<file path="config.mk">
export PLATFORM = sky130hd
export DESIGN_NAME = debug_cmd_responder
export DESIGN_NICKNAME = d
export VERILOG_FILES = /design/src/rtl/debug_cmd_responder.sv
export SDC_FILE = /design/constraint.sdc
export NUM_CORES = 1
export LEC_CHECK = 0
export CAP_MARGIN = 25
export CORE_MARGIN = 2
export CORE_UTILIZATION = 42
export CTS_CLUSTER_DIAMETER = 200
export DETAILED_ROUTE_END_ITERATION = 7
export PLACE_DENSITY_LB_ADDON = 0.25
export SYNTH_ARGS = -nofsm -noshare
export SYNTH_HDL_FRONTEND = slang
export SYNTH_SLANG_ARGS = --single-unit
</file>
<file path="constraint.sdc">
create_clock -name clk -period 1.9 [get_ports clk]
set_clock_uncertainty 0.2 [all_clocks]
set_input_delay 0.38 -clock clk [delete_from_list [all_inputs] [get_ports clk]]
set_output_delay 0.38 -clock clk [all_outputs]
set_load 0.02 [all_outputs]
</file>
<file path="src/rtl/debug_cmd_responder.sv">
// Byte-level debug command responder: decodes host bytes and drives the CPU debug read ports
// and debug_enable. Optional inter-byte timeout is enabled by defining DEBUG_RESP_TIMEOUT_EN.
module debug_cmd_responder #(
  parameter int unsigned DATA_W         = 8,
  parameter int unsigned D_ADDR_W       = 12,
  parameter int unsigned INST_W         = 16,
  parameter int unsigned I_ADDR_W       = 12,
  parameter int unsigned TIMEOUT_CYCLES = 1_000_000
) (
  input  logic                clk,
  input  logic                reset_n,
  input  logic                rx_valid,
  input  logic [7:0]          rx_data,
  output logic                tx_valid,
  output logic [7:0]          tx_data,
  input  logic                tx_ready,
  output logic                debug_enable,
  output logic [3:0]          reg_debug_addr,
  input  logic [DATA_W-1:0]   reg_debug_rdata,
  output logic [D_ADDR_W-1:0] dmem_debug_addr,
  input  logic [DATA_W-1:0]   dmem_debug_rdata,
  output logic [I_ADDR_W-1:0] imem_debug_addr,
  input  logic [INST_W-1:0]   imem_debug_rdata,
  input  logic [I_ADDR_W-1:0] pc,
  output logic                rx_overrun
);

  typedef enum logic [2:0] {IDLE, ADDR_HI, ADDR_LO, FETCH, SEND_HI, SEND_LO} state_t;
  typedef enum logic [1:0] {CMD_R, CMD_D, CMD_I} cmd_t;

  localparam logic [7:0] BYTE_R = 8'h52;
  localparam logic [7:0] BYTE_D = 8'h44;
  localparam logic [7:0] BYTE_I = 8'h49;
  localparam logic [7:0] BYTE_P = 8'h50;
  localparam logic [7:0] BYTE_H = 8'h48;
  localparam logic [7:0] BYTE_G = 8'h47;
  localparam logic [7:0] ACK    = 8'h06;
  localparam logic [7:0] NAK    = 8'h15;

  state_t     state;
  cmd_t       cmd;
  logic [7:0] addr_hi;
  logic [7:0] lo_byte;
  logic       fetch_cnt;

  logic [15:0] pc_ext;
  logic [15:0] inst_ext;
  logic        busy;

  assign pc_ext   = 16'(pc);
  assign inst_ext = 16'(imem_debug_rdata);
  assign busy     = (state == FETCH) || (state == SEND_HI) || (state == SEND_LO);

`ifdef DEBUG_RESP_TIMEOUT_EN
  localparam int unsigned CNT_W = $clog2(TIMEOUT_CYCLES + 1);
  logic [CNT_W-1:0] idle_cnt;
  logic             in_addr;
  logic             timeout;

  assign in_addr = (state == ADDR_HI) || (state == ADDR_LO);
  assign timeout = in_addr && !rx_valid && (idle_cnt == CNT_W'(TIMEOUT_CYCLES - 1));

  always_ff @(posedge clk or negedge reset_n) begin
    if (!reset_n)                          idle_cnt <= '0;
    else if (rx_valid || !in_addr || timeout) idle_cnt <= '0;
    else                                   idle_cnt <= idle_cnt + 1'b1;
  end
`endif

  always_ff @(posedge clk or negedge reset_n) begin
    if (!reset_n) begin
      state           <= IDLE;
      cmd             <= CMD_R;
      addr_hi         <= '0;
      lo_byte         <= '0;
      fetch_cnt       <= 1'b0;
      tx_valid        <= 1'b0;
      tx_data         <= '0;
      debug_enable    <= 1'b0;
      reg_debug_addr  <= '0;
      dmem_debug_addr <= '0;
      imem_debug_addr <= '0;
      rx_overrun      <= 1'b0;
    end else begin
      if (rx_valid && busy) rx_overrun <= 1'b1;

      case (state)
        IDLE: begin
          if (rx_valid) begin
            case (rx_data)
              BYTE_R: begin cmd <= CMD_R; state <= ADDR_LO; end
              BYTE_D: begin cmd <= CMD_D; state <= ADDR_HI; end
              BYTE_I: begin cmd <= CMD_I; state <= ADDR_HI; end
              BYTE_P: begin
                tx_valid <= 1'b1;
                tx_data  <= pc_ext[15:8];
                lo_byte  <= pc_ext[7:0];
                state    <= SEND_HI;
              end
              BYTE_H: begin
                debug_enable <= 1'b1;
                tx_valid     <= 1'b1;
                tx_data      <= ACK;
                state        <= SEND_LO;
              end
              BYTE_G: begin
                debug_enable <= 1'b0;
                tx_valid     <= 1'b1;
                tx_data      <= ACK;
                state        <= SEND_LO;
              end
              default: begin
                tx_valid <= 1'b1;
                tx_data  <= NAK;
                state    <= SEND_LO;
              end
            endcase
          end
        end
        ADDR_HI: begin
          if (rx_valid) begin
            addr_hi <= rx_data;
            state   <= ADDR_LO;
          end
`ifdef DEBUG_RESP_TIMEOUT_EN
          else if (timeout) state <= IDLE;
`endif
        end
        ADDR_LO: begin
          if (rx_valid) begin
            case (cmd)
              CMD_R:   reg_debug_addr  <= rx_data[3:0];
              CMD_D:   dmem_debug_addr <= D_ADDR_W'({addr_hi, rx_data});
              default: imem_debug_addr <= I_ADDR_W'({addr_hi, rx_data});
            endcase
            fetch_cnt <= 1'b0;
            state     <= FETCH;
          end
`ifdef DEBUG_RESP_TIMEOUT_EN
          else if (timeout) state <= IDLE;
`endif
        end
        FETCH: begin
          // first cycle lets the synchronous memory register the new address
          if (!fetch_cnt) begin
            fetch_cnt <= 1'b1;
          end else begin
            fetch_cnt <= 1'b0;
            tx_valid  <= 1'b1;
            case (cmd)
              CMD_R: begin tx_data <= 8'(reg_debug_rdata);  state <= SEND_LO; end
              CMD_D: begin tx_data <= 8'(dmem_debug_rdata); state <= SEND_LO; end
              default: begin
                tx_data <= inst_ext[15:8];
                lo_byte <= inst_ext[7:0];
                state   <= SEND_HI;
              end
            endcase
          end
        end
        SEND_HI: begin
          if (tx_ready) begin
            tx_data <= lo_byte;
            state   <= SEND_LO;
          end
        end
        SEND_LO: begin
          if (tx_ready) begin
            tx_valid <= 1'b0;
            state    <= IDLE;
          end
        end
        default: state <= IDLE;
      endcase
    end
  end

endmodule

</file>
==> run_results.csv, run 1 <==
group,metric,value,unit
outcome,outcome,"finished clean",
floorplan,chipHeight,87.92,um
clock_tree,cts_htree_levels,3,
worst_setup_path,endpoint_kind,"flip-flop",
clock_tree,clock_latency,340,ps
global_route,met2_usage,0.3395,
worst_setup_path,crit_buf_inv,3,
clock_tree,cts.path.max_buffers,2,
logic_synthesis,synthArstFlopShare,1.000,
logic_synthesis,yosysUniqueCellTypes,52,
floorplan,pin_count,95,
logic_synthesis,seq_area_frac_synth,0.4822,
timing,slew_viol_final,0,
logic_synthesis,synth_compound_gate_area_share,0.1349,
global_route,grt_max_degree,58,
worst_setup_path,crit_family,"buffers and inverters",
detailed_routing,ant_nets,0,
timing,rsz0062_at_grt,"true",
logic_synthesis,synth-edff-count,0,
floorplan,die-area,7730,um^2
power,power.density,1094,nW/um^2
global_route,grt_overflow,0,
detailed_routing,drtIter0Drc,117,
placement,place_congestion,0.8613,
detailed_routing,wl_per_cell,16.73,um
logic_synthesis,ys_warn_count,0,
worst_setup_path,cpMostUsedCell,"buf_4",
global_route,first_global_vias,2583,
finish,stdcell_count,516,
logic_synthesis,synth-simple-area-share,0.1417,
logic_synthesis,synthMuxAreaShare,0.2030,
clock_tree,cts_tree,"done",
global_route,gr-max-usage-layer,"met2",
clock_tree,cts_sinks,57,
floorplan,std_cell_rows,30,
global_route,grt_usage,0.2183,
global_route,grtUsageMet3,0.07069,
clock_tree,cts_buffers,9,
logic_synthesis,synth_top_area_share,0.4822,
global_route,grt_pass1_wl,12800,um
run,max_cap_viol_count,0,
power,ir_drop,675.8,uV
logic_synthesis,synth_fp_nets,319,
finish,drive_above_1_share,0.3381,
worst_setup_path,cp.required,1920,ps
timing,slew_headroom,0.7803,
logic_synthesis,yosysTopAreaCell,"dfrtp_1",
floorplan,coreArea,6794,um^2
placement,place_hpwl,5961,um
logic_synthesis,yosys.area_share.xor_xnor,0,
worst_setup_path,cp_slowest_cell,"dfrtp_2",
finish,syn_to_final_growth,65.61,%
power,fin_total_pwr,5361,uW
placement,numPortBuffers,94,
global_route,grt_util_met1,0.2901,
floorplan,die_x,87.92,um
logic_synthesis,synthTopCellsByArea,"dfrtp_1 48%, mux2_2 8.0%, mux2i_1 6.1%",
timing,tightest_slew,326.0,ps
detailed_routing,drt_wl_total,8635,um
worst_setup_path,arrival,1890,ps
logic_synthesis,yosysMostFrequentCell,"dfrtp_1",
detailed_routing,vias,2635,
timing,fin_tns_setup,0,ps
logic_synthesis,synth_area,2958,um^2
power,power_leakage,0.002560,uW
timing,post-route-min-period,1865,ps
timing,fmax,536.1,MHz
worst_setup_path,slowest_delay,460,ps
timing,finalHoldViolCount,0,
floorplan,start_util,0.4354,
detailed_routing,drt-pass1-iter-count,4,
logic_synthesis,synth_flop_cell,"dfrtp_1",
placement,dpl.cell_count,489,
worst_setup_path,worstSetupStartpointType,"flip-flop",
timing,final-setup-viol-count,0,
worst_hold_path,min_path_type,"in2reg",
timing,fin_hold_ws,231.6,ps
finish,n_antenna_cell,0,
logic_synthesis,synthCells,263,
global_route,antenna_found_initial,0,
detailed_routing,drcViolationCount,0,
worst_setup_path,path_cells,"buf_8 -> nand2b_4 -> buf_4 -> nor4_4 -> buf_4 -> mux2_2",
timing,finalCritPeriodShare,0.9818,
clock_tree,clock-root-buffer,"clkbuf_8",
logic_synthesis,synth_commonest_cells,"57 x dfrtp_1, 21 x mux2_2, 21 x nand2_1, 18 x mux2i_1",
finish,nets,471,
logic_synthesis,synth_top_family_by_area,"multiplexers",
logic_synthesis,avgSynthCellArea,11.25,um^2
clock_tree,clk_pin_slew,70,ps
worst_setup_path,critical_path_class,"reg2reg",
logic_synthesis,synth_seq_cells,57,
detailed_routing,viasPerCell,5.107,
worst_setup_path,crit_fanout,6,
logic_synthesis,synthAdderAreaFrac,0,
-- placed cells by master (no fill, tap or decap), types with 7 or more instances in the layout --
cell / count
dfrtp_1: 54
buf_4: 51
clkdlybuf4s50_1: 47
dlymetal6s2s_1: 26
nand2_1: 21
mux2_2: 21
dlygate4sd2_1: 19
mux2i_1: 18
o21ai_0: 16
a21oi_1: 13
nor2_1: 11
clkbuf_8: 11
mux2_4: 7
mux2_1: 7
-- stage by stage --
stage | util | setup WS, ps | area [um^2]
2_1_floorplan | - | 3.834 | 2958
3_3_place_gp | 0.6405 | -543.2 | 4352
3_5_place_dp | 0.6405 | -589.5 | 4352
4_1_cts | 0.6790 | 2.396 | 4613
5_1_grt | 0.7210 | -18.30 | 4898
6_report | 0.7210 | 34.59 | 4898
-- final timing paths --
| kind | start | end | slack (ps) | depth (start not counted) |
|---|---|---|---|---|
| max | state[0] | reg_debug_addr[0] | 30 | 6 |
| min | rx_data[1] | cmd[0] | 230 | 3 |
| max reg2reg | state[0] | reg_debug_addr[0] | 30 | 6 |
| min reg2reg | rx_overrun | rx_overrun | 250 | 1 |
| max in group asynchronous | reset_n | lo_byte[1] | 870 | 3 |
| min in group asynchronous | reset_n | lo_byte[5] | 370 | 3 |
-- flip-flops by register name (all words and copies together) (netlist names), 2 cells and up --
| register | flops |
|---|---|
| lo_byte | 8 |
| reg_debug_addr | 4 |
| imem_debug_addr | 12 |
| addr_hi | 4 |
| dmem_debug_addr | 12 |
| tx_data | 8 |
| cmd | 2 |
| state | 3 |
-- logic make-up after synthesis --
group / count (synthesis)
flops: 57
buf+inv: 21
mux: 53
simple gates: 73
compound gates: 59
-- what timing repair did --
item                                   in CTS  in global routing
pin swaps                                   4                  5
resized for setup                          31                 54
buffers inserted                            2                  6
endpoints found under the hold margin      57                  0
setup endpoints to repair                  37                 54
hold buffers                                1                  0
cloned                                      0                  2
-- area by class of cell --
type | count | area (um^2)
multi-input cells | 185 | 1560
clock buffers | 12 | 155.1
clock inverters | 4 | 51.30
fillers | 487 | 1896
inverters | 4 | 15.01
well taps | 96 | 120.1
flip-flops and latches | 57 | 1430
repair buffers | 158 | 1567
-- report_power, final --
group	internal [uW]	total, uW	switching [uW]
sequential	1480	1680	196
clock	677	1180	502
combinational	1370	2500	1130
-- tightest hold or removal path, cell delays in order --
cell,delay [ps]
dlymetal6s2s_1,120
or2_2,170
o2bb2ai_1,70
-- layer usage --
| metal | vias to the layer above | wire [um] |
|---|---|---|
| li1 | 1254 | - |
| met3 | 12 | 536 |
| met5 | - | 0 |
| met4 | 0 | 148 |
| met1 | 1290 | 3736 |
| met2 | 79 | 4213 |
Power figures use the tool's default switching activity.
==> run 2: changes to the inputs <==
RECOVER_POWER = 100   (was default)
clock period = 1.69 ns   (was 1.9 ns; I/O delays follow)
==> run_results.csv, run 2 (same netlist as run 1, synthesis figures left out) <==
group,metric,value,unit
outcome,outcome,"complete, but fails checks",
outcome,violations,"negative setup slack",
floorplan,std_cell_rows,30,
floorplan,start_util,0.4354,
finish,n_antenna_cell,0,
timing,rsz0062_at_grt,"true",
global_route,grt_usage,0.2276,
floorplan,chipHeight,87.92,um
power,ir_drop,761.7,uV
worst_setup_path,cp.required,1720,ps
worst_setup_path,crit_fanout,6,
power,power.density,1295,nW/um^2
detailed_routing,viasPerCell,5.171,
detailed_routing,ant_nets,0,
detailed_routing,wl_per_cell,17.29,um
finish,seqCellArea,1431,um^2
finish,layout_common_cells,"53 x dfrtp_1, 45 x clkdlybuf4s50_1, 44 x dlygate4sd2_1, 44 x buf_4",
finish,reg.largest.list,"dmem_debug_addr x12, imem_debug_addr x12",
floorplan,pin_count,95,
finish,n_fill_cell,458,
detailed_routing,drtIter0Drc,161,
worst_hold_path,min_to,"reg_debug_addr[0]",
detailed_routing,vias,2725,
finish,drive_above_1_share,0.3968,
worst_setup_path,critical_path_class,"reg2reg",
clock_tree,clk_pin_slew,70,ps
worst_setup_path,r2r_end,"tx_data[0]",
placement,numPortBuffers,94,
worst_setup_path,arrival,1930,ps
timing,fin_tns_setup,-5183,ps
timing,fmax,524.4,MHz
timing,finalCritPeriodShare,1.128,
worst_setup_path,regToRegSetupSlack,-220,ps
worst_hold_path,min_path_type,"in2reg",
worst_hold_path,hp-start,"rx_data[0]",
worst_hold_path,hold_depth,2,
placement,dpl-instance-area,4393,um^2
finish,syn_to_final_growth,70.90,%
timing,slew_headroom,0.4917,
clock_tree,cts_buffers,9,
run,max_cap_viol_count,0,
global_route,first_global_vias,2623,
timing,slew_viol_final,0,
finish,nets,482,
worst_setup_path,r2r_start,"state[2]",
clock_tree,cts.path.max_buffers,2,
finish,fin_area,5055,um^2
detailed_routing,drt-pass1-iter-count,4,
floorplan,die-area,7730,um^2
timing,finalHoldViolCount,0,
worst_setup_path,worstSetupStartpointType,"flip-flop",
finish,layout_commonest_cell,"dfrtp_1",
global_route,grt_pass1_wl,13250,um
timing,worst_slack,-217.1,ps
detailed_routing,drcViolationCount,0,
power,power_leakage,0.002363,uW
placement,place_congestion,0.9189,
finish,multi_input_area,1692,um^2
timing,tightest_slew,762.5,ps
floorplan,coreArea,6794,um^2
worst_setup_path,endpoint_kind,"flip-flop",
global_route,antenna_found_initial,0,
worst_setup_path,cp_slowest_cell,"dfrtp_2",
clock_tree,cts_tree,"done",
clock_tree,clock_latency,340,ps
floorplan,die_x,87.92,um
clock_tree,cts_sinks,57,
clock_tree,clock-root-buffer,"clkbuf_8",
worst_setup_path,slowest_delay,450,ps
global_route,grt_max_degree,58,
placement,pre_cts_ws,-796.8,ps
placement,place_hpwl,5922,um
worst_setup_path,path_cells,"and3b_2 -> or2_4 -> a211oi_4 -> a211o_1 -> mux2_4",
timing,final-setup-viol-count,50,
detailed_routing,drt_wl_total,9112,um
timing,post-route-min-period,1907,ps
clock_tree,cts_htree_levels,3,
global_route,grt_overflow,0,
worst_setup_path,rr_worst_depth,5,
## run 2: changes by cell type in the layout (fill, tap and decap cells not counted), moves of 7 or more
cell,change
buf_4,-7
buf_6,+17
dlygate4sd2_1,+25
dlymetal6s2s_1,-26
mux2_1,-7
mux2_2,-8
mux2_4,+15
## run 2: worst max-delay path by stage
stage                 endpoint  slack [ps]       start
finish              tx_data[0]        -220    state[2]
global route        tx_data[0]        -260    state[2]
CTS                 tx_data[0]        -150    state[2]
detailed placement  tx_data[1]        -800  rx_data[0]
global placement    tx_data[6]        -740  rx_data[0]
floorplan           tx_data[0]        -160  rx_data[0]
## run 2: per-layer routing
metal,part of all wire,global-route usage,up-vias
met1,0.44,0.3115,1332
met4,0.019,0.08392,0
met3,0.044,0.03864,19
met2,0.50,0.3643,89
li1,-,-,1285
met5,0,0,-
## run 2: area by class of cell
| class | count | area share |
|---|---|---|
| Clock inverter | 4 | 0.01485 |
| Multi-Input combinational cell | 186 | 0.3347 |
| Tap cell | 96 | 0.02376 |
| Inverter | 4 | 0.002970 |
| Sequential cell | 57 | 0.2832 |
| Timing Repair Buffer | 168 | 0.3099 |
| Clock buffer | 12 | 0.03069 |
## run 2: report_power, final
group / switching, uW / internal (uW) / total (uW)
registers: 260 / 1670 / 1930
logic: 1450 / 1700 / 3150
clock network: 560 / 911 / 1470
total: 2270 / 4280 / 6540
## run 2: worst max-delay path: cells and delay by family (launching register included)
family	cells	cell delay, ps
muxes	1	260
and+or+nand+nor	2	540
DFF	1	450
AOI/OAI and AO/OA	2	330
## run 2: through the flow
step	cells	hold WS [ps]	power, uW	utilization
floorplan	263	-157.6	3290	-
global placement	490	158.4	4369	0.6466
detailed placement	490	162.8	4414	0.6466
CTS	515	193.3	6142	0.7168
global route	527	202.3	6820	0.7440
finish	527	198.8	6545	0.7440
## run 2: what timing repair did
item,4_1_cts,5_1_grt
endpoints found under the setup margin,92,55
endpoints found under the hold margin,57,0
cloned,1,1
hold buffers,1,0
resized for setup,116,36
pin swaps,12,18
buffers inserted,7,11
